### config.mk
export PLATFORM = sky130hd
export DESIGN_NAME = mat_operand_driver
export DESIGN_NICKNAME = d
export VERILOG_FILES = /design/src/rtl/mat_operand_driver.sv
export SDC_FILE = /design/constraint.sdc
export NUM_CORES = 1
export LEC_CHECK = 0
export BUFFER_PORTS_ARGS = -buffer_cell sky130_fd_sc_hd__buf_2
export CORE_UTILIZATION = 51
export DETAILED_ROUTE_END_ITERATION = 10
export GPL_TIMING_DRIVEN = 0
export PLACE_DENSITY_LB_ADDON = 0.25
export SYNTH_ARGS = -nofsm -noshare
export SYNTH_HDL_FRONTEND = slang
export SYNTH_SLANG_ARGS = --single-unit
export TNS_END_PERCENT = 30
### constraint.sdc
create_clock -name clk -period 3.1 [get_ports clk]
set_clock_uncertainty 0.05 [all_clocks]
set_input_delay 0.62 -clock clk [delete_from_list [all_inputs] [get_ports clk]]
set_output_delay 0.62 -clock clk [all_outputs]
set_load 0.02 [all_outputs]
### src/rtl/mat_operand_driver.sv
// Operand stimulus source: streams one DIM x DIM matrix of pattern-generated signed
// elements, row-major, over valid/ready. Define MAT_DRV_TIMEOUT_EN to build the stall watchdog.
module mat_operand_driver #(
  parameter int unsigned DATA_W      = 8,
  parameter int unsigned DIM         = 4,
  parameter int unsigned TIMEOUT_CYC = 16
) (
  input  logic                      clk,
  input  logic                      rst_n,
  input  logic                      start,
  input  logic                      abort,
  input  logic [1:0]                mode,
  input  logic signed [DATA_W-1:0]  seed,
  output logic                      out_valid,
  input  logic                      out_ready,
  output logic signed [DATA_W-1:0]  out_data,
  output logic [$clog2(DIM)-1:0]    out_row,
  output logic [$clog2(DIM)-1:0]    out_col,
  output logic                      out_last,
  output logic                      busy,
  output logic                      done,
  output logic                      timeout_err
);

  localparam int unsigned ROW_W = $clog2(DIM);
  localparam int unsigned K_W   = $clog2(DIM * DIM);
  localparam logic [ROW_W-1:0] IDX_MAX = ROW_W'(DIM - 1);

  typedef enum logic {IDLE, DRIVE} state_e;

  state_e                     state_q, state_d;
  logic                       valid_q, valid_d;
  logic signed [DATA_W-1:0]   data_q, data_d;
  logic [ROW_W-1:0]           row_q, row_d;
  logic [ROW_W-1:0]           col_q, col_d;
  logic                       last_q, last_d;
  logic [1:0]                 mode_q, mode_d;
  logic signed [DATA_W-1:0]   seed_q, seed_d;
  logic                       done_q, done_d;
  logic                       terr_q, terr_d;
  logic                       wd_fire;
  logic [ROW_W-1:0]           nrow, ncol;

  // Element value for coordinate (r, c); all arithmetic wraps modulo 2^DATA_W.
  function automatic logic signed [DATA_W-1:0] pattern(
    input logic [1:0]               m,
    input logic signed [DATA_W-1:0] s,
    input logic [ROW_W-1:0]         r,
    input logic [ROW_W-1:0]         c
  );
    logic [K_W-1:0] k;
    k = K_W'(r) * K_W'(DIM) + K_W'(c);
    case (m)
      2'd0:    pattern = s + DATA_W'(k);
      2'd1:    pattern = k[0] ? -s : s;
      2'd2:    pattern = s;
      default: pattern = (r == c) ? s : '0;
    endcase
  endfunction

`ifdef MAT_DRV_TIMEOUT_EN
  localparam int unsigned STALL_W = $clog2(TIMEOUT_CYC + 1);
  logic [STALL_W-1:0] stall_q, stall_d;

  // Counts consecutive stalled cycles; any non-stalled cycle clears it.
  always_comb begin
    stall_d = '0;
    if (state_q == DRIVE && valid_q && !out_ready) begin
      stall_d = stall_q + STALL_W'(1);
    end
  end

  assign wd_fire = (state_q == DRIVE) && valid_q && !out_ready &&
                   (stall_q == STALL_W'(TIMEOUT_CYC - 1));

  always_ff @(posedge clk) begin
    if (!rst_n) stall_q <= '0;
    else        stall_q <= stall_d;
  end
`else
  assign wd_fire = 1'b0;
`endif

  assign ncol = (col_q == IDX_MAX) ? '0 : col_q + ROW_W'(1);
  assign nrow = (col_q == IDX_MAX) ? row_q + ROW_W'(1) : row_q;

  // Next-state and registered-output logic; abort beats watchdog beats handshake.
  always_comb begin
    state_d = state_q;
    valid_d = valid_q;
    data_d  = data_q;
    row_d   = row_q;
    col_d   = col_q;
    last_d  = last_q;
    mode_d  = mode_q;
    seed_d  = seed_q;
    done_d  = 1'b0;
    terr_d  = terr_q;
    case (state_q)
      IDLE: begin
        if (start) begin
          state_d = DRIVE;
          mode_d  = mode;
          seed_d  = seed;
          row_d   = '0;
          col_d   = '0;
          valid_d = 1'b0;
          last_d  = 1'b0;
          terr_d  = 1'b0;
        end
      end
      DRIVE: begin
        if (abort) begin
          state_d = IDLE;
          valid_d = 1'b0;
          last_d  = 1'b0;
        end else if (wd_fire) begin
          state_d = IDLE;
          valid_d = 1'b0;
          last_d  = 1'b0;
          terr_d  = 1'b1;
        end else if (valid_q && out_ready) begin
          if (last_q) begin
            state_d = IDLE;
            valid_d = 1'b0;
            last_d  = 1'b0;
            done_d  = 1'b1;
          end else begin
            row_d  = nrow;
            col_d  = ncol;
            data_d = pattern(mode_q, seed_q, nrow, ncol);
            last_d = (nrow == IDX_MAX) && (ncol == IDX_MAX);
          end
        end else if (!valid_q) begin
          // First DRIVE cycle: present element (0,0) from the latched mode/seed.
          valid_d = 1'b1;
          row_d   = '0;
          col_d   = '0;
          data_d  = pattern(mode_q, seed_q, '0, '0);
          last_d  = 1'b0;
        end
      end
      default: state_d = IDLE;
    endcase
  end

  always_ff @(posedge clk) begin
    if (!rst_n) begin
      state_q <= IDLE;
      valid_q <= 1'b0;
      data_q  <= '0;
      row_q   <= '0;
      col_q   <= '0;
      last_q  <= 1'b0;
      mode_q  <= '0;
      seed_q  <= '0;
      done_q  <= 1'b0;
      terr_q  <= 1'b0;
    end else begin
      state_q <= state_d;
      valid_q <= valid_d;
      data_q  <= data_d;
      row_q   <= row_d;
      col_q   <= col_d;
      last_q  <= last_d;
      mode_q  <= mode_d;
      seed_q  <= seed_d;
      done_q  <= done_d;
      terr_q  <= terr_d;
    end
  end

  assign out_valid   = valid_q;
  assign out_data    = data_q;
  assign out_row     = row_q;
  assign out_col     = col_q;
  assign out_last    = last_q;
  assign busy        = (state_q == DRIVE);
  assign done        = done_q;
  assign timeout_err = terr_q;

endmodule

# == After elaboration in Yosys (flattened, before gate mapping) ==
# Cells that the tools add are included.
# totals
ff_bits,27
in_bits,15
output_inout_bits,17
# op_classes
n_eq_ne,14
bitwise,4
n_reduce_logical,10
n_mux,35
add_sub_neg,5
# ops
cell,count
$mux 8,5
$pmux 8 s3,1
$mux 2,10
$mux 1,14
$add 8x4->8,1
$eq 2x2->1 const B,4
$neg 8->8,1
$pmux 2 s2,2
$reduce_and 2->1,4
$reduce_and 4->1,2
$ne 2x2->1 const B,3
$pmux 1 s2,3
$add 2x1->2 const B,2
$add 4x2->4,1
$ne 4x3->1 const B,1
$ne 4x4->1 const B,1
$not 1->1,4
$reduce_or 4->1,1
$ne 3x2->1 const B,1
$ne 3x3->1 const B,1
$eq 2x1->1 const B,1
$eq 2x2->1,1
$logic_and 1x1->1,2
$logic_not 2->1,1
$ne 2x1->1 const B,1

# == Logic depth before layout (Yosys ltp) ==
# Gate-level depths: netlist (run 1).
# logic_depth
word_depth,8
depth_mapped,10
depth_no_buf,8

# == Worst setup path before layout (run 1) ==
# No wires, ideal clock.
# synth_path
path_kind,flip-flop to flip-flop
start,register col_q[0] (netlist: out_col[0])
end,register data_q[4] (netlist: out_data[4])
path_stages_with_launch,11
slack_ps,560
n_path_buf,2
synth_period_minus_slack_ps,2540
setup_time_ps,116
t_required_ps,2934
t_arrival_ps,2374
path_cell_list,dfxtp_1 > ha_1 > buf_2 > nor2_1 > buf_2 > ha_1 > ha_1 > o211ai_1 > nand2_1 > a221o_1 > a41o_1
# synth_via
elab_chain_cells,7
# synth_rtl
item,line_no,text
"start, declared",35,"logic [ROW_W-1:0] col_q, col_d;"
"start signal, assigned",164,col_q <= col_d;
$add 2x1->2 or $eq 2x2->1 (tied branches),"84, 85",
"$mux 2, on equally long branches","84, 85",
$add 4x2->4 or $eq 2x2->1 (tied branches),"52, 57",
$add 8x4->8 (tied with other cells),54,2'd0: pattern = s + DATA_W'(k);
$pmux 8 s3 (*),53,case (m)
$mux 8 (*),123,if (last_q) begin
$mux 8 (*),122,end else if (valid_q && out_ready) begin
"end signal, assigned",162,data_q <= data_d;
"end, declared",33,"logic signed [DATA_W-1:0] data_q, data_d;"
# Every way passes the cells marked *; elsewhere a longest branch is shown, timed or not. The select of a mux whose other input is x is not followed.
# A chain may end at the register's enable or synchronous reset.

# == Final worst setup path (run 1) ==
# layout_path
start,register col_q[0] (netlist: out_col[0])
end,register data_q[5] (netlist: out_data[5])
# Same word-level chain as after synthesis.

==> summary.md, run 1 <==
| Metric | Value |
|---|---|
| N_diodes | `0` |
| WP buf/inv | `1` |
| Final instance area | `2000 um^2` |
| Status | `complete, no violations` |
| Grt met2 use | `42.2%` |
| Hold Slack | `445 ps` |
| Area Overhead vs Synth | `14.8%` |
| Commonest cells post-synth | `33 x nand2_1, 26 x dfxtp_1, 25 x a21oi_1` |
| Hpwl dp | `3.35 mm` |
| Total of max-cap violations | `0` |
| Final Setup Violations | `0` |
| First-pass GRT wire length | `7.51 mm` |
| Startpoint Class | `flip-flop` |
| Sequential cell area | `520 um^2` |
| Core Area | `3150 um^2` |
| Synthesized area | `1740 um^2` |
| P_sw | `205 uW` |
| Peak supply drop | `0.335 mV` |
| CP Max Fanout | `10` |
| Setup TNS | `0 ps` |
| Distinct cells, synth | `56` |
| CTS tree | `done` |
| Final core utilization | `63.5%` |
| Worst setup path category | `reg2reg` |
| Share of cells above drive strength 1 | `17.5%` |
| Leakage power | `0.869 nW` |
| Worst-path clk slew | `160 ps` |
| Critical path data required time | `3350 ps` |
| Via Count | `1821` |
| Slew Limit Fails | `0` |
| Min-Delay Path Class | `reg2reg` |
| Routed vias/inst | `5.84` |
| Row count | `20` |
| GR Util met1 | `39.4%` |
| NumNets Final | `291` |
| Cell family with most CP delay | `simple AND/OR/NAND/NOR gates` |
| Placed insts | `308` |
| Logic pwr share | `17.2%` |
| Most common cell in the netlist | `nand2_1` |
| Tot GR Track Use | `27.5%` |
| Crit. End Element | `flip-flop` |
| Total grt overflow | `0` |
| Net Sw Frac | `28.1%` |
| Final Hold Viols | `0` |
| Async SR Flop Fraction | `0%` |
| Mean Syn Cell Area | `7.45 um^2` |
| Final Cycle Share | `87.7%` |
| CTS Buffer Depth | `2` |
| Layout Cells excl Fill | `312` |
| Pwr Total | `730 uW` |
| Largest cells by area after synthesis | `dfxtp_1 30%, a21oi_1 7.2%, nand2_1 7.1%` |
| Place WS | `422 ps` |
| Final Wtd Congestion | `0.933` |
| Setup Buffers After CTS | `0` |
| RSZ-0062 raised after global routing | `no` |
| Setup WS post-layout | `381 ps` |
| ANT nets after route | `0` |
| CTS Hold Buffers Added | `0` |
| Iteration-0 DRC count of the detailed router | `144` |
| Reg2Reg Setup Slack | `380 ps` |
| Root Driver | `clkbuf_4` |
| Sequential share of power | `49.8%` |
| Total CTS buffers | `3` |
| Sequential cell area fraction in the yosys report | `29.9%` |
| Residual DRC | `0` |
| WL final | `4.54 mm` |
| Number of global-route vias before repair | `1581` |
| Worst-Skew Late Latency | `340 ps` |
| Multi-input logic area | `1100 um^2` |
| Cells after Synth | `234` |
| Pint | `525 uW` |
| Global route hottest layer | `met2` |
| Min cycle time layout | `2720 ps` |
| Ys flop type | `dfxtp_1` |
| H-tree depth | `1` |
| Net Count, Synth | `256` |
| Initial antenna violation count | `0` |
| CP most frequent cell | `ha_1` |
| Slowest cell on the critical path | `or4b_1` |
| Area share of the largest cell type after synthesis | `29.9%` |
| YS warnings | `0` |
| Largest net degree at the start of global routing | `16` |
| Die span in y | `60.5 um` |
| Power Density | `365 nW/um^2` |
| Cell breakdown of the critical path | `ha_1, buf_2, nand2_1, xnor2_1, ha_1, a21oi_1, a31oi_1, or4b_1, nand3_1` |
| Synthesis-stage register bit count | `26` |
| Number of enable flip-flop cells after synthesis | `0` |
| Die Footprint | `3660 um^2` |
| Clock group share of total power | `33.0%` |
| Number of port buffers | `30` |
| Slowest stage delay, CP | `530 ps` |
| First-pass DRT Iterations | `4` |
| Yosys top cell by area | `dfxtp_1` |
| Clock sink count | `26` |
| Met3 GRT Util | `6.18%` |
| Starting Density | `55.3%` |
| Worst EP arrival | `2970 ps` |
| Resized cells post-CTS | `0` |
| Placed instance area | `1950 um^2` |
| Die X | `60.5 um` |
| DR WL/cell | `14.6 um` |
| Fmax achieved | `0.368 GHz` |
| Io pins | `32` |
| Layout fillers | `320` |
## placed cells by master, fill, tap and decap left out, drive strengths merged, types with 5 or more instances in the layout
cell	instances
inv	10
xnor2	5
nand4	5
ha	7
buf	39
nor2	17
dfxtp	26
a31oi	6
nand3	7
a21oi	25
o21ai	13
clkbuf	10
nand2	33
nand2b	6
## final cells by class
| class | count | share of cell area [%] |
|---|---|---|
| clock inverters | 1 | 1.50 |
| inverters | 11 | 2.06 |
| multi-input cells | 181 | 55.2 |
| clock buffers | 3 | 1.13 |
| repair buffers | 30 | 7.50 |
| well taps | 44 | 2.75 |
| flip-flops and latches | 26 | 26.0 |
| plain buffers | 16 | 3.81 |
## final timing paths
path / startpoint / to / depth (start not counted)
setup / recovery: out_col[0] / out_data[5] / 9
hold / removal: out_data[2] / out_data[2] / 2
setup reg to reg: out_col[0] / out_data[5] / 9
hold reg to reg: out_data[2] / out_data[2] / 2
## flip-flops by register name, summed over array words and instances, names as in the netlist
signal,flops
out_data,8
out_col,2
out_last,1
out_valid,1
seed_q,8
busy,1
mode_q,2
out_row,2
done,1
## cell families (layout without fill, tap and decap cells)
| group | count (synthesis) | after routing | share of synthesized area, % |
|---|---|---|---|
| AO/OA/AOI/OAI | 69 | 69 | 26.1 |
| AND/OR/NAND/NOR | 97 | 97 | 28.4 |
| other | 1 | 1 | 0.215 |
| multiplexers | 1 | 1 | 0.574 |
| adder cells (fa/ha/maj) | 7 | 7 | 5.02 |
| buffers and inverters | 27 | 61 | 6.75 |
| XOR/XNOR | 6 | 6 | 3.02 |
| flip-flops | 26 | 26 | 29.9 |
## worst min-delay path, delay by kind of cell (launching register included)
| kind | cells | cell delay (ps) |
|---|---|---|
| flip-flops | 1 | 340 |
| AND/OR/NAND/NOR | 1 | 50 |
| AO/OA/AOI/OAI | 1 | 70 |
## metal layers
| layer | vias up | share of wire, % |
|---|---|---|
| met2 | 82 | 45 |
| met3 | 6 | 8.5 |
| met5 | - | 0 |
| li1 | 917 | - |
| met1 | 816 | 45 |
| met4 | 0 | 1.3 |
## power by group through the flow
stage | Combinational [mW] | Clock, mW | Sequential [mW]
floorplan | 0.0815 | 0 | 0.371
global placement | 0.124 | 0 | 0.370
detailed placement | 0.123 | 0 | 0.370
CTS | 0.124 | 0.246 | 0.363
global route | 0.142 | 0.258 | 0.366
finish | 0.126 | 0.241 | 0.364
(Power assumes the default switching activity.)
==> inputs of run 2 (changes only) <==
--- a/config.mk
+++ b/config.mk
@@ -5,11 +5,13 @@
 export SDC_FILE = /design/constraint.sdc
 export NUM_CORES = 1
 export LEC_CHECK = 0
+export ABC_AREA = 1
 export BUFFER_PORTS_ARGS = -buffer_cell sky130_fd_sc_hd__buf_2
 export CORE_UTILIZATION = 51
 export DETAILED_ROUTE_END_ITERATION = 10
 export GPL_TIMING_DRIVEN = 0
 export PLACE_DENSITY_LB_ADDON = 0.25
+export SETUP_SLACK_MARGIN = 0.1
 export SYNTH_ARGS = -nofsm -noshare
 export SYNTH_HDL_FRONTEND = slang
 export SYNTH_SLANG_ARGS = --single-unit
==> run 2 against run 1 <==
Against the previous run: core utilization decreased by 0.37 points; non-clock buffer count decreased by 8; worst setup slack improved by 250 ps; critical path depth increased by 3; largest cell class unchanged; largest power group unchanged; highest routed layer unchanged.
==> summary.md, run 2 <==
| Metric | Value |
|---|---|
| CP startpoint | `out_col[0]` |
| Slowest cell on the critical path | `dfxtp_1` |
| CP Max Fanout | `10` |
| Min-Delay Path Class | `in2reg` |
| Hpwl dp | `3.42 mm` |
| Number of enable flip-flop cells after synthesis | `0` |
| Synthesis-stage register bit count | `26` |
| Slew Limit Fails | `0` |
| Iteration-0 DRC count of the detailed router | `154` |
| Startpoint Class | `flip-flop` |
| Commonest cells post-synth | `48 x nand2_1, 32 x inv_1, 31 x a21oi_1` |
| Final Wtd Congestion | `0.946` |
| Area Overhead vs Synth | `13.9%` |
| Die Footprint | `3630 um^2` |
| Final Hold Viols | `0` |
| ANT nets after route | `0` |
| NumNets Final | `317` |
| Peak supply drop | `0.313 mV` |
| H-tree depth | `1` |
| Mean Syn Cell Area | `6.66 um^2` |
| Status | `complete, no violations` |
| Critical path data required time | `3290 ps` |
| CTS Hold Buffers Added | `0` |
| Net Count, Synth | `282` |
| Worst-Skew Late Latency | `330 ps` |
| Setup TNS | `0 ps` |
| Layout fillers | `331` |
| Cell breakdown of the critical path | `ha_1, nor2_1, buf_2, ha_1, ha_1, a21oi_1, o21ai_1, nand4_1, nand3_1, nand2_1, nor2_1, nor2_1` |
| Worst-path clk slew | `150 ps` |
| Commonest cells after routing, fill and taps aside | `48 x nand2_1, 33 x buf_2, 32 x inv_1` |
| Worst setup path category | `reg2reg` |
| Ys flop type | `dfxtp_1` |
| Total of max-cap violations | `0` |
| Tightest Pin Transition | `589 ps` |
| Crit. End Element | `flip-flop` |
| Clock sink count | `26` |
| Number of global-route vias before repair | `1463` |
| Root Driver | `clkbuf_4` |
| Number of port buffers | `30` |
| Max-slew headroom | `60.6%` |
| Placed insts | `334` |
| Setup WS post-layout | `626 ps` |
| Initial antenna violation count | `0` |
| Core Area | `3130 um^2` |
| Hold_sp | `abort` |
| Final Setup Violations | `0` |
| YS warnings | `0` |
| Starting Density | `55.4%` |
| Yosys top cell by area | `dfxtp_1` |
| Io pins | `32` |
| Critical register-to-register path startpoint | `out_col[0]` |
| Cells after Synth | `260` |
| Total CTS buffers | `3` |
| Row count | `20` |
| WP buf/inv | `1` |
| Residual DRC | `0` |
| Most common cell in the netlist | `nand2_1` |
| Most common cell after layout, fill and taps aside | `nand2_1` |
| N_diodes | `0` |
| Die X | `60.3 um` |
| Leakage power | `0.967 nW` |
| Distinct cells, synth | `34` |
| Cell family with most CP delay | `adder cells` |
| DR WL/cell | `13.2 um` |
| Power Density | `408 nW/um^2` |
| Largest cells by area after synthesis | `dfxtp_1 30%, nand2_1 10%, a21oi_1 9.0%` |
| Synthesized area | `1730 um^2` |
| Total grt overflow | `0` |
| WL final | `4.46 mm` |
| Worst EP arrival | `2670 ps` |
| Tot GR Track Use | `26.5%` |
| Setup Buffers After CTS | `0` |
| Via Count | `1816` |
| Min cycle time layout | `2470 ps` |
| RSZ-0062 raised after global routing | `no` |
| Pwr Total | `805 uW` |
| Fmax achieved | `0.404 GHz` |
| CTS tree | `done` |
| Slowest stage delay, CP | `370 ps` |
| First-pass DRT Iterations | `5` |
| Die span in y | `60.3 um` |
| First-pass GRT wire length | `7.12 mm` |
| Layout Cells excl Fill | `338` |
| Sequential cell area fraction in the yosys report | `30.1%` |
| Final Cycle Share | `79.8%` |
| CTS Buffer Depth | `2` |
| Async SR Flop Fraction | `0%` |
| Largest net degree at the start of global routing | `15` |
| Place WS | `686 ps` |
| Resized cells post-CTS | `0` |
| Routed vias/inst | `5.37` |
| Area share of the largest cell type after synthesis | `30.1%` |
| Share of cells above drive strength 1 | `20.1%` |
[run 2: power breakdown]
part / switching (mW) / internal (mW)
clock network: 0.107 / 0.0720
logic: 0.159 / 0.0860
registers: 0.0242 / 0.357
[run 2: cells by family (layout without fill, tap and decap cells)]
kind of cell | Yosys count | count (layout) | share of synthesized area (%)
AND/OR/NAND/NOR | 117 | 117 | 32.5
flip-flops | 26 | 26 | 30.1
AO/OA/AOI/OAI | 65 | 65 | 21.7
other | 1 | 1 | 0.217
buffers and inverters | 44 | 78 | 10.4
adder cells (fa/ha/maj) | 7 | 7 | 5.06
[run 2: path summary, 6_finish.rpt]
| check | end | slack (ps) | cells after the start |
|---|---|---|---|
| worst max-delay path | out_data[6] | 630 | 12 |
| worst min-delay path | done | 430 | 2 |
| worst max register to register | out_data[6] | 630 | 12 |
| worst min register to register | done | 450 | 2 |
[run 2: metal layers]
layer / global-route usage [%] / up-vias / part of all wire (%)
met1: 41.1 / 816 / 51
met5: 0 / - / 0
li1: - / 934 / -
met2: 38.1 / 61 / 43
met4: 6.98 / 0 / 0.99
met3: 2.60 / 5 / 4.6
[run 2: final cells by class]
type	count	area [um^2]	area share, %
multi-input combinational	190	1030	52.3
sequential	26	520	26.4
timing repair buffer	30	150	7.61
inverter	36	135	6.85
tap	44	55.1	2.79
buffer	8	45.0	2.28
clock buffer	4	36.3	1.84
[run 2: stage by stage]
step	utilization (%)	hold slack, ps	area (um^2)
after floorplan	-	437	1730
after global placement	61.9	423	1940
after detailed placement	61.9	431	1940
after CTS	63.1	426	1970
after global routing	63.1	421	1970
final	63.1	431	1970
==> inputs of run 3 (changes only) <==
--- a/config.mk
+++ b/config.mk
@@ -7,7 +7,7 @@
 export LEC_CHECK = 0
 export ABC_AREA = 1
 export BUFFER_PORTS_ARGS = -buffer_cell sky130_fd_sc_hd__buf_2
-export CORE_UTILIZATION = 51
+export CORE_UTILIZATION = 50
 export DETAILED_ROUTE_END_ITERATION = 10
 export GPL_TIMING_DRIVEN = 0
 export PLACE_DENSITY_LB_ADDON = 0.25
==> constraint.sdc (replaced) <==
create_clock -name clk -period 2.06 [get_ports clk]
set_clock_uncertainty 0.05 [all_clocks]
set_input_delay 0.412 -clock clk [delete_from_list [all_inputs] [get_ports clk]]
set_output_delay 0.412 -clock clk [all_outputs]
set_load 0.02 [all_outputs]
==> run 3 against run 2 <==
Against the previous run: critical path depth rose by 1; cell count rose by 3.6%; final area grew 15%; worst setup slack got worse by 600 ps; largest power group unchanged; sequential share of layout area is 3.0 points lower.
==> summary.md, run 3 (synthesized netlist as in run 2, its figures left out) <==
| Metric | Value |
|---|---|
| Layout Cells excl Fill | `350` |
| Fmax achieved | `0.492 GHz` |
| Max-slew headroom | `52.9%` |
| Die X | `60.9 um` |
| CP Max Fanout | `5` |
| Hold Slack | `217 ps` |
| Pwr Total | `1.41 mW` |
| Final Wtd Congestion | `0.943` |
| Critical path data required time | `2260 ps` |
| Share of cells above drive strength 1 | `35.5%` |
| CTS tree | `done` |
| First-pass GRT wire length | `7.56 mm` |
| RSZ-0062 raised after global routing | `yes` |
| Slew Limit Fails | `0` |
| Min-Delay Path Class | `in2reg` |
| Clock sink count | `26` |
| Commonest cells after routing, fill and taps aside | `36 x nand2_1, 32 x buf_2, 26 x a21oi_1` |
| Core Area | `3340 um^2` |
| Initial antenna violation count | `0` |
| Slowest cell on the critical path | `dfxtp_4` |
| Min cycle time layout | `2030 ps` |
| H-tree depth | `1` |
| Die span in y | `60.9 um` |
| Total of max-cap violations | `0` |
| Area Overhead vs Synth | `30.6%` |
| Total grt overflow | `0` |
| Final instance area | `2260 um^2` |
| Residual DRC | `0` |
| CTS Buffer Depth | `2` |
| Die Footprint | `3700 um^2` |
| Starting Density | `51.9%` |
| Final Cycle Share | `98.6%` |
| Iteration-0 DRC count of the detailed router | `175` |
| Tot GR Track Use | `28.0%` |
| WL final | `5.03 mm` |
| Placed instance area | `1950 um^2` |
| CP most frequent cell | `nand2_4` |
| Peak supply drop | `0.371 mV` |
| Total CTS buffers | `3` |
| Io pins | `32` |
| N_diodes | `0` |
| Final Hold Viols | `0` |
| R2R cell count | `13` |
| Routed vias/inst | `5.44` |
| First-pass DRT Iterations | `4` |
| WHS Path Cells | `2` |
| Startpoint Class | `flip-flop` |
| Via Count | `1905` |
| Placed insts | `336` |
| Setup TNS | `0 ps` |
| Final Setup Violations | `0` |
| Leakage power | `1.04 nW` |
| Number of port buffers | `30` |
| Slowest stage delay, CP | `420 ps` |
| NumNets Final | `327` |
| CTS Hold Buffers Added | `0` |
| Worst EP arrival | `2230 ps` |
| Status | `complete, no violations` |
| Worst-Skew Late Latency | `340 ps` |
| Crit. End Element | `flip-flop` |
| Most common cell after layout, fill and taps aside | `nand2_1` |
| ANT nets after route | `0` |
| Worst setup path category | `reg2reg` |
| Tightest Pin Transition | `703 ps` |
| Number of global-route vias before repair | `1567` |
| Power Density | `623 nW/um^2` |
| Root Driver | `clkbuf_4` |
| DR WL/cell | `14.4 um` |
| Largest net degree at the start of global routing | `16` |
| Row count | `21` |
| Worst-path clk slew | `150 ps` |
| Cell breakdown of the critical path | `ha_4, nand2_4, nand2_4, nand2_4, ha_4, nand2_2, o21ai_2, buf_4, nand2_1, nand3_1, nand3_1, nor2_1, nor2_1` |
| Hpwl dp | `3.37 mm` |
[run 3: cell types whose count changed in the layout (fill, tap and decap cells not counted), sizes merged]
cell    before  now
buf         35   45
bufinv       0    1
clkbuf       7    6
[run 3: routing by layer]
metal  GRT usage (%)  vias up  share of wire (%)
li1                -      950                  -
met1            40.8      866                 47
met2            42.9       80                 46
met3            2.77        9                5.4
met4            10.1        0                2.1
met5               0        -                  0
[run 3: worst max-delay path, delay by kind of cell (launching register included)]
| family | cells | cell delay [ps] |
|---|---|---|
| adder cells (fa/ha/maj) | 2 | 490 |
| flip-flops | 1 | 420 |
| AO/OA/AOI/OAI | 1 | 220 |
| AND/OR/NAND/NOR | 9 | 630 |
| buffers and inverters | 1 | 140 |
[run 3: final timing paths]
check	slack (ps)	startpoint	end
worst min register to register	460	out_last	done
worst min-delay path	220	abort	done
worst max register to register	30	out_col[0]	out_data[4]
worst max-delay path	30	out_col[0]	out_data[4]
[run 3: final cells by class]
| cell class | count | area, um^2 |
|---|---|---|
| timing repair buffer | 40 | 225 |
| clock inverter | 1 | 30.0 |
| inverter | 36 | 138 |
| multi-input combinational | 190 | 1210 |
| clock buffer | 3 | 22.5 |
| buffer | 8 | 51.3 |
| sequential | 26 | 528 |
| tap | 46 | 57.6 |
| fill | 300 | 1080 |
[run 3: where the power goes]
group / switching, mW / internal, mW
combinational: 0.282 / 0.181
clock: 0.169 / 0.197
sequential: 0.0441 / 0.537
[run 3: what timing repair did]
action | 4_1_cts | 5_1_grt
setup buffers | 8 | 2
setup endpoints to repair | 7 | 6
gates resized for setup | 23 | 22
pin swaps | 16 | 17
[run 3: per-stage QoR]
stage               setup WS [ps]  utilization (%)
floorplan                    86.0                -
global placement             -195             58.5
detailed placement           -166             58.5
CTS                          92.5             65.0
global route                -88.4             67.8
finish                       28.3             67.8
